[config.mk]
export PLATFORM = sky130hd
export DESIGN_NAME = micro_hash_miner
export DESIGN_NICKNAME = d
export VERILOG_FILES = /design/src/rtl/micro_hash_miner.sv
export SDC_FILE = /design/constraint.sdc
export NUM_CORES = 1
export LEC_CHECK = 0
export ABC_AREA = 1
export BUFFER_PORTS_ARGS = -buffer_cell sky130_fd_sc_hd__buf_4
export CAP_MARGIN = 5
export CORE_ASPECT_RATIO = 0.9
export CORE_MARGIN = 2
export CORE_UTILIZATION = 55
export CTS_CLUSTER_SIZE = 28
export DETAILED_ROUTE_END_ITERATION = 8
export GPL_TIMING_DRIVEN = 0
export PLACE_DENSITY = 0.7
export REMOVE_ABC_BUFFERS = 1
export SYNTH_ARGS = -nofsm -noshare
export SYNTH_HDL_FRONTEND = slang
export SYNTH_SLANG_ARGS = --single-unit
[constraint.sdc]
create_clock -name clk -period 6.4 [get_ports clk]
set_input_delay 0 -clock clk [delete_from_list [all_inputs] [get_ports clk]]
set_output_delay 0 -clock clk [all_outputs]
set_load 0.05 [all_outputs]
[src/rtl/micro_hash_miner.sv]
// Toy proof-of-work miner: expands a 16-byte message to 32 bytes, runs 32 byte-wide
// mixing rounds per nonce, and searches up to MAX_TRIES consecutive nonces for a hash below target.
module micro_hash_miner #(
  parameter int MAX_TRIES = 4
) (
  input  logic        clk,
  input  logic        reset,
  input  logic        selector,
  input  logic [95:0] data_entry_12,
  input  logic [31:0] data_nonce,
  input  logic [7:0]  data_target,
  output logic [23:0] data_out_cond,
  output logic [31:0] nonce_out,
  output logic        busy,
  output logic        done,
  output logic        found
);

  typedef enum logic [2:0] {IDLE, EXPAND, ROUND, CHECK, DONE} state_t;

  // 17 bits so that a search of exactly 2^16 nonces can be expressed.
  localparam logic [16:0] TRIES_LIMIT = 17'(MAX_TRIES);

  state_t      state_q;
  logic [95:0] hdr_q;
  logic [31:0] nonce_q;
  logic [7:0]  target_q;
  logic [7:0]  exp_q [16];
  logic [7:0]  a_q, b_q, c_q;
  logic [4:0]  idx_q;
  logic [16:0] tries_q;
  logic [23:0] hash_q;
  logic [31:0] nonce_out_q;
  logic        busy_q, done_q, found_q;

  logic [7:0]  w [32];
  logic [4:0]  exp_i;
  logic [7:0]  exp_d;
  logic        late;
  logic [7:0]  x, k, c_d;
  logic [7:0]  h0, h1, h2;
  logic        pass, last_try, active;

  // Message schedule view: header bytes, then nonce bytes (MSB first), then expanded words.
  always_comb begin
    for (int j = 0; j < 12; j++) w[j] = hdr_q[95-8*j -: 8];
    for (int j = 0; j < 4; j++)  w[12+j] = nonce_q[31-8*j -: 8];
    for (int j = 0; j < 16; j++) w[16+j] = exp_q[j];
  end

  assign exp_i = {1'b1, idx_q[3:0]};
  assign exp_d = w[exp_i - 5'd3] | (w[exp_i - 5'd9] ^ w[exp_i - 5'd14]);

  // Rounds 0..16 mix a with b, later rounds mix a with c under a different constant.
  assign late = (idx_q > 5'd16);
  assign x    = late ? (a_q ^ c_q) : (a_q ^ b_q);
  assign k    = late ? 8'hA1 : 8'h99;
  assign c_d  = x + k + w[idx_q];

  assign h0 = 8'h01 + a_q;
  assign h1 = 8'h89 + b_q;
  assign h2 = 8'hFE + c_q;

  // A zero target can never pass since no unsigned byte is below zero.
  assign pass     = (h0 < target_q) && (h1 < target_q);
  assign last_try = ((tries_q + 17'd1) == TRIES_LIMIT);
  assign active   = (state_q == EXPAND) || (state_q == ROUND) || (state_q == CHECK);

  // NOTE: every register here updates with <= so all a/b/c/W updates in a round see
  // the pre-edge values, which is exactly the simultaneous update the algorithm needs.
  always_ff @(posedge clk) begin
    if (reset) begin
      state_q     <= IDLE;
      hdr_q       <= '0;
      nonce_q     <= '0;
      target_q    <= '0;
      for (int j = 0; j < 16; j++) exp_q[j] <= '0;
      a_q         <= '0;
      b_q         <= '0;
      c_q         <= '0;
      idx_q       <= '0;
      tries_q     <= '0;
      hash_q      <= '0;
      nonce_out_q <= '0;
      busy_q      <= 1'b0;
      done_q      <= 1'b0;
      found_q     <= 1'b0;
    end else if (active && !selector) begin
      // Abort wins over everything else in flight, including a passing CHECK.
      state_q <= IDLE;
      busy_q  <= 1'b0;
      done_q  <= 1'b0;
      found_q <= 1'b0;
    end else begin
      case (state_q)
        IDLE: begin
          if (selector) begin
            hdr_q    <= data_entry_12;
            nonce_q  <= data_nonce;
            target_q <= data_target;
            tries_q  <= '0;
            idx_q    <= '0;
            busy_q   <= 1'b1;
            state_q  <= EXPAND;
          end
        end
        EXPAND: begin
          exp_q[idx_q[3:0]] <= exp_d;
          if (idx_q == 5'd15) begin
            idx_q   <= '0;
            a_q     <= 8'h01;
            b_q     <= 8'h89;
            c_q     <= 8'hFE;
            state_q <= ROUND;
          end else begin
            idx_q <= idx_q + 5'd1;
          end
        end
        ROUND: begin
          a_q <= b_q ^ c_q;
          b_q <= {c_q[3:0], 4'h0};
          c_q <= c_d;
          if (idx_q == 5'd31) begin
            idx_q   <= '0;
            state_q <= CHECK;
          end else begin
            idx_q <= idx_q + 5'd1;
          end
        end
        CHECK: begin
          hash_q      <= {h0, h1, h2};
          nonce_out_q <= nonce_q;
          if (pass || last_try) begin
            found_q <= pass;
            done_q  <= 1'b1;
            busy_q  <= 1'b0;
            state_q <= DONE;
          end else begin
            nonce_q <= nonce_q + 32'd1;
            tries_q <= tries_q + 17'd1;
            idx_q   <= '0;
            state_q <= EXPAND;
          end
        end
        DONE: begin
          if (!selector) begin
            done_q  <= 1'b0;
            found_q <= 1'b0;
            state_q <= IDLE;
          end
        end
        default: state_q <= IDLE;
      endcase
    end
  end

  assign data_out_cond = hash_q;
  assign nonce_out     = nonce_out_q;
  assign busy          = busy_q;
  assign done          = done_q;
  assign found         = found_q;

endmodule
# Word-level counts from Yosys, hierarchy flattened
# Memory sizes are Yosys's and may differ from the RTL's.
# Index checks and enable logic that the tools add are counted.
[totals] memories=1 elab_cells=131 rom_bits=0 regBits=244 ram_bits=128 latchBits=0 out_inout_bits=59 inputBits=139
[op_classes] eq_ne=13 div=0 multipliers=0 bitwise_logic=10 order_cmp=7 n_mux=54 reduce_logical=21 n_addsub=11 shifts=0
[memory_table] name="exp_q" depth=16 width=8 read_ports=16 rd_ports_with_merged_regs=0 wr=16 line="28" source="logic [7:0] exp_q [16];"
[op_table] op="binary-select mux 8 bit (select 5 bit)" count=4
[op_table] op="two-way mux 8 bit" count=13
[op_table] op="two-way mux 32 bit" count=2
[op_table] op="one-hot mux 32 bit (2 select lines)" count=1
[op_table] op="one-hot mux 8 bit (2 select lines)" count=3
[op_table] op="two-way mux 17 bit" count=2
[op_table] op="one-hot mux 17 bit (2 select lines)" count=1
[op_table] op="adder 32 x 1 -> 32 bit (second input constant)" count=1
[op_table] op="XOR 8 bit" count=4
[op_table] op="greater-or-equal comparator 6 bit (second input constant)" count=4
[op_table] op="NOT 5 -> 6 bit" count=4
[op_table] op="two-way mux 5 bit" count=4
[op_table] op="one-hot mux 5 bit (4 select lines)" count=1
[op_table] op="adder 17 x 1 -> 17 bit (second input constant)" count=1
[op_table] op="== test 17 x 3 -> 1 bit (second input constant)" count=1
[op_table] op="adder 8 bit" count=2
[op_table] op="adder 8 bit (first input constant)" count=2
[op_table] op="< comparator 8 bit" count=2
[op_table] op="two-way mux 3 bit" count=5
[op_table] op="one-hot mux 3 bit (5 select lines)" count=1
[op_table] op="two-way mux 1 bit" count=12
[op_table] op="AND reduction 3 bit" count=4
[op_table] op="AND reduction 4 bit" count=3
[op_table] op="subtractor 5 x 4 -> 5 bit (second input constant)" count=2
[op_table] op="other kinds (25)" count=37

# Depth between registers and ports, before layout
[depth] depth_word=9 ltp_mapped=27

# Worst setup path after synthesis
# No wires, ideal clock.
[synth_timing] path_type="reg-to-reg" start="reg idx_q[1]" end="reg c_q[7]" arrival_ns=4.245 path_buffers=5 path_slack_ns=2.046 stages_incl_launch_ff=27 setup_time_ns=0.109 t_required_ns=6.291 cell_sequence="dfxtp_1 -> inv_1 -> buf_2 -> buf_2 -> clkbuf_1 -> clkbuf_1 -> ha_1 -> nand2_1 -> nand2_1 -> clkbuf_1 -> o21ai_0 -> xor2_1 -> fa_1 -> inv_1 -> ha_1 -> nand3_1 -> nand2_1 -> nand2_1 -> nand2_1 -> a21oi_1 -> nand3_1 -> nand2_1 -> inv_1 -> a21oi_1 -> o21ai_0 -> nand2_1 -> inv_1"
[synth_via] elab_chain_len=6 elab_cells_between_ends=13
[synth_rtl] element="start: declaration" line="30" source="logic [4:0] idx_q;"
[synth_rtl] element="start signal: assignment" line="116" source="idx_q <= idx_q + 5'd1;"
[synth_rtl] element="start signal: assignment" line="127" source="idx_q <= idx_q + 5'd1;"
[synth_rtl] element="parallel branches: the longest is 6 deep, another holds adder 8 bit"
[synth_rtl] element="end signal: assignment" line="80" source="c_q <= '0;"
[synth_rtl] element="end signal: assignment" line="113" source="c_q <= 8'hFE;"
[synth_rtl] element="end signal: assignment" line="122" source="c_q <= c_d;"
[synth_rtl] element="end: declaration" line="29" source="logic [7:0] a_q, b_q, c_q;"
# Several ways; the timed one is not identified. The select of a mux whose other input is x is not followed.
# A chain may end at the register's enable or synchronous reset.

# Worst setup path in the final report
# Same ends and word-level chain as after synthesis.

==> flow_metrics.tcl <==
set metrics [dict create \
    status "complete, no violations" \
    antenna_cells 0 \
    synth_edf_count 128 \
    num-nets-final 3958 \
    n_fill_cell 3889 \
    clk_path_buf_depth 3 \
    hold_class "input pin to flop" \
    synth_cell_types 59 \
    post-synth-top-count-cell "nand2_1" \
    grt_pass1_wl_mm 131.6 \
    max_freq_mhz 165.7 \
    syn_inst 3618 \
    critPathArrivalTime_ps 6520 \
    netlist_area_sq_um 24260 \
    synth_top_cells_by_count "879 x nand2_1, 480 x o21ai_0, 410 x inv_1" \
    first_pass_iters 8 \
    num_io_pins 198 \
    avgSynthCellArea_sq_um 6.706 \
    num_vias 25630 \
    postPlaceCellArea_sq_um 25670 \
    yosysSeqAreaShare_pct 35.40 \
    vdd_ir_drop_max_mv 0.2761 \
    p_sw_share_pct 44.52 \
    p_clk_share_pct 25.0 \
    r2r_cells 23 \
    synth.top_cells.by_area "dfxtp_1 20%, edfxtp_1 16%, nand2_1 14%" \
    power.density_nw_per_um2 354.6 \
    fp.dieH_um 203.3 \
    cts_tree "built" \
    utilization_pct 65.94 \
    root_buffer "clkbuf_16" \
    ys_warn_count 0 \
    critical_path_class "flop to flop" \
    gp_congestion 0.9607 \
    fin_ws_ps 363.9 \
    rsz0062_at_grt "no" \
    min_from "data_entry_12[57]" \
    p_leak_nw 12.64 \
    synth_largest_area_cell "dfxtp_1" \
    combPwrFrac_pct 44.1 \
    r2r-end "c_q[7]$_SDFFE_PP0P_" \
    synth_top_cell_area_share_pct 19.55 \
    dp_cells 4146 \
    area_growth_pct 17.52 \
    required_ps 6880 \
    grtUsageTotal_pct 37.12 \
    setup_tns_ps 0 \
    drv_cap 0 \
    switching_power_mw 4.502 \
    fp.dieW_um 225.4 \
    antenna_found_initial 0 \
    fp-row-count 72 \
    cts.sinks 365 \
    finalSetupViolations 0 \
    start_util_pct 56.11 \
    async_flop_share_pct 0 \
    post_drt_wl_per_cell_um 19.90 \
    cp_max_fo 92 \
    overflow 0 \
    slew_violations 0 \
    fin_cells 4362 \
    via_per_inst 5.877 \
    ctsHtreeMaxLevel 2 \
    finalHoldViolCount 0 \
    place_ws_ps 421.1 \
    initialDrtViolationCount 3232 \
    numPortBuffers 196 \
    min_period_ps 6036 \
    grt_start_max_net_pins 166 \
    drc 0 \
    max_slew_margin_pct 0.9090 \
    clk_pin_slew_ps 60 \
    ys_ff_latch 365 \
    clock_skew_ps 19.97 \
    whs_endpoint "hdr_q[57]$_SDFFE_PP0P_" \
    finalPower_mw 10.11 \
    grt_pass1_vias 23320 \
    end_kind "flop" \
    ys.flop_type "dfxtp_1" \
    cts_buffers 43 \
    power.internal_mw 5.610 \
    core_sq_um 43240 \
    hpwl_mm 57.96 \
    ant_nets 0 \
    final.period_utilization_pct 94.31 \
    drive_gt1_share_pct 10.38 \
    start_kind "flop" \
    clk_latency_ps 590 \
    max_slew.worst_pin.slew_ps 1486 \
    power_frac_seq_pct 30.9 \
    whs_ps 202.2 \
    hold_path_depth 4 \
    final_area_sq_um 28510 \
    die_area_sq_um 45810 \
    wirelength_mm 86.83 \
    r2r-start "idx_q[1]$_SDFFE_PP0P_" \
    regToRegSetupSlack_ps 360 \
]
worst max-delay path: stages, from the launching register on:
cell and delay [ps]:
dfxtp_4 950, inv_6 410, buf_16 340, nor2_4 630
inv_1 610, a21oi_1 280, a2111oi_0 150, o221ai_1 210
o21ai_0 310, fa_1 560, inv_1 50, ha_1 340
nand3_1 130, nand2_1 60, nand2_1 80, nand2_1 60
a21oi_1 160, nand3_1 100, nand2_1 70, inv_1 40
a21oi_1 110, o21ai_0 110, nand2_1 70, inv_1 40
worst max-delay path by stage:
stage,startpoint,to,cells past startpoint
3_3_place_gp,idx_q[0]$_SDFFE_PP0P_,exp_q[9][6]$_SDFFCE_PN0P_,9
6_report,idx_q[1]$_SDFFE_PP0P_,c_q[7]$_SDFFE_PP0P_,23
2_1_floorplan,idx_q[0]$_SDFFE_PP0P_,exp_q[4][5]$_SDFFCE_PN0P_,12
5_1_grt,idx_q[1]$_SDFFE_PP0P_,c_q[7]$_SDFFE_PP0P_,23
3_5_place_dp,idx_q[1]$_SDFFE_PP0P_,c_q[7]$_SDFFE_PP0P_,23
4_1_cts,idx_q[1]$_SDFFE_PP0P_,c_q[7]$_SDFFE_PP0P_,23
power by group through the flow:
stage / sequential (mW) / clock (mW) / combinational [mW]
3_5_place_dp: 3.16 / 0 / 4.24
6_report: 3.13 / 2.52 / 4.46
3_3_place_gp: 3.28 / 0 / 4.08
5_1_grt: 3.17 / 2.64 / 4.88
2_1_floorplan: 3.23 / 0 / 2.78
4_1_cts: 3.12 / 2.53 / 4.33
repair_timing:
action / CTS / global route
gates resized for setup: 0 / 1
hold buffers: 138 / 0
setup endpoints to repair: 0 / 2
endpoints found under the hold margin: 161 / 0
setup buffers: 0 / 0
cell usage in the layout (no fill, tap or decap), types with 5 or more instances in the layout:
cell           count
inv_2             19
clkinv_2           9
nand2_2            8
nor2_4             6
o21ai_0          475
or2_2             15
inv_1            407
a21oi_1          278
nor3_1            15
a21oi_2           20
nand4_4            5
nand3b_1           6
a31oi_1            5
buf_16            13
buf_4            201
mux2i_1            8
nand3_2            5
nand4_1           11
o2111ai_1          5
edfxtp_1         128
a221oi_1           7
clkbuf_1           5
xnor2_1            6
dlygate4sd3_1    138
nor2_2             7
ha_1              39
nand2_1          879
o21bai_1           6
dfxtp_1          235
clkbuf_8           9
o211ai_1          51
clkbuf_16         46
o221ai_1          24
xor2_1            45
o21ai_1          116
nor2_1           277
nand3_1          208
cell families after synthesis:
group | Yosys count | share of synthesized area (%)
other | 1 | 0.01546
DFF | 365 | 35.40
muxes | 8 | 0.3300
xor gates and xnor gates | 55 | 2.202
and+or+nand+nor | 1455 | 25.01
adders and majority gates | 44 | 2.393
buffers and inverters | 681 | 12.09
AOI/OAI and AO/OA | 1009 | 22.57
area by class of cell:
| class | count | area (sq um) | share of cell area (%) |
|---|---|---|---|
| Multi-Input combinational cell | 2572 | 12780 | 44.82 |
| Sequential cell | 365 | 8596 | 30.14 |
| Timing Repair Buffer | 360 | 3361 | 11.79 |
| Inverter | 433 | 1645 | 5.770 |
| Clock buffer | 60 | 1294 | 4.537 |
| Tap cell | 555 | 694.4 | 2.435 |
| Clock inverter | 17 | 143.9 | 0.5046 |
metal layers:
layer  up-vias  track usage, %  part of all wire, %
li1      12210               -                    -
met1     11760           49.93                   41
met2      1381           57.86                   44
met3       278           5.604                   10
met4         0           19.56                  5.6
met5         -               0                    0
sequential cells by signal (all words and copies together) (netlist names):
signal,cells
nonce_out,32
data_out_cond,22
idx_q,5
found,1
hdr_q,96
b_q,3
a_q,8
nonce_q,32
c_q,8
tries_q,17
state_q,3
done,1
exp_q,128
busy,1
target_q,8
(Power assumes the default switching activity.)
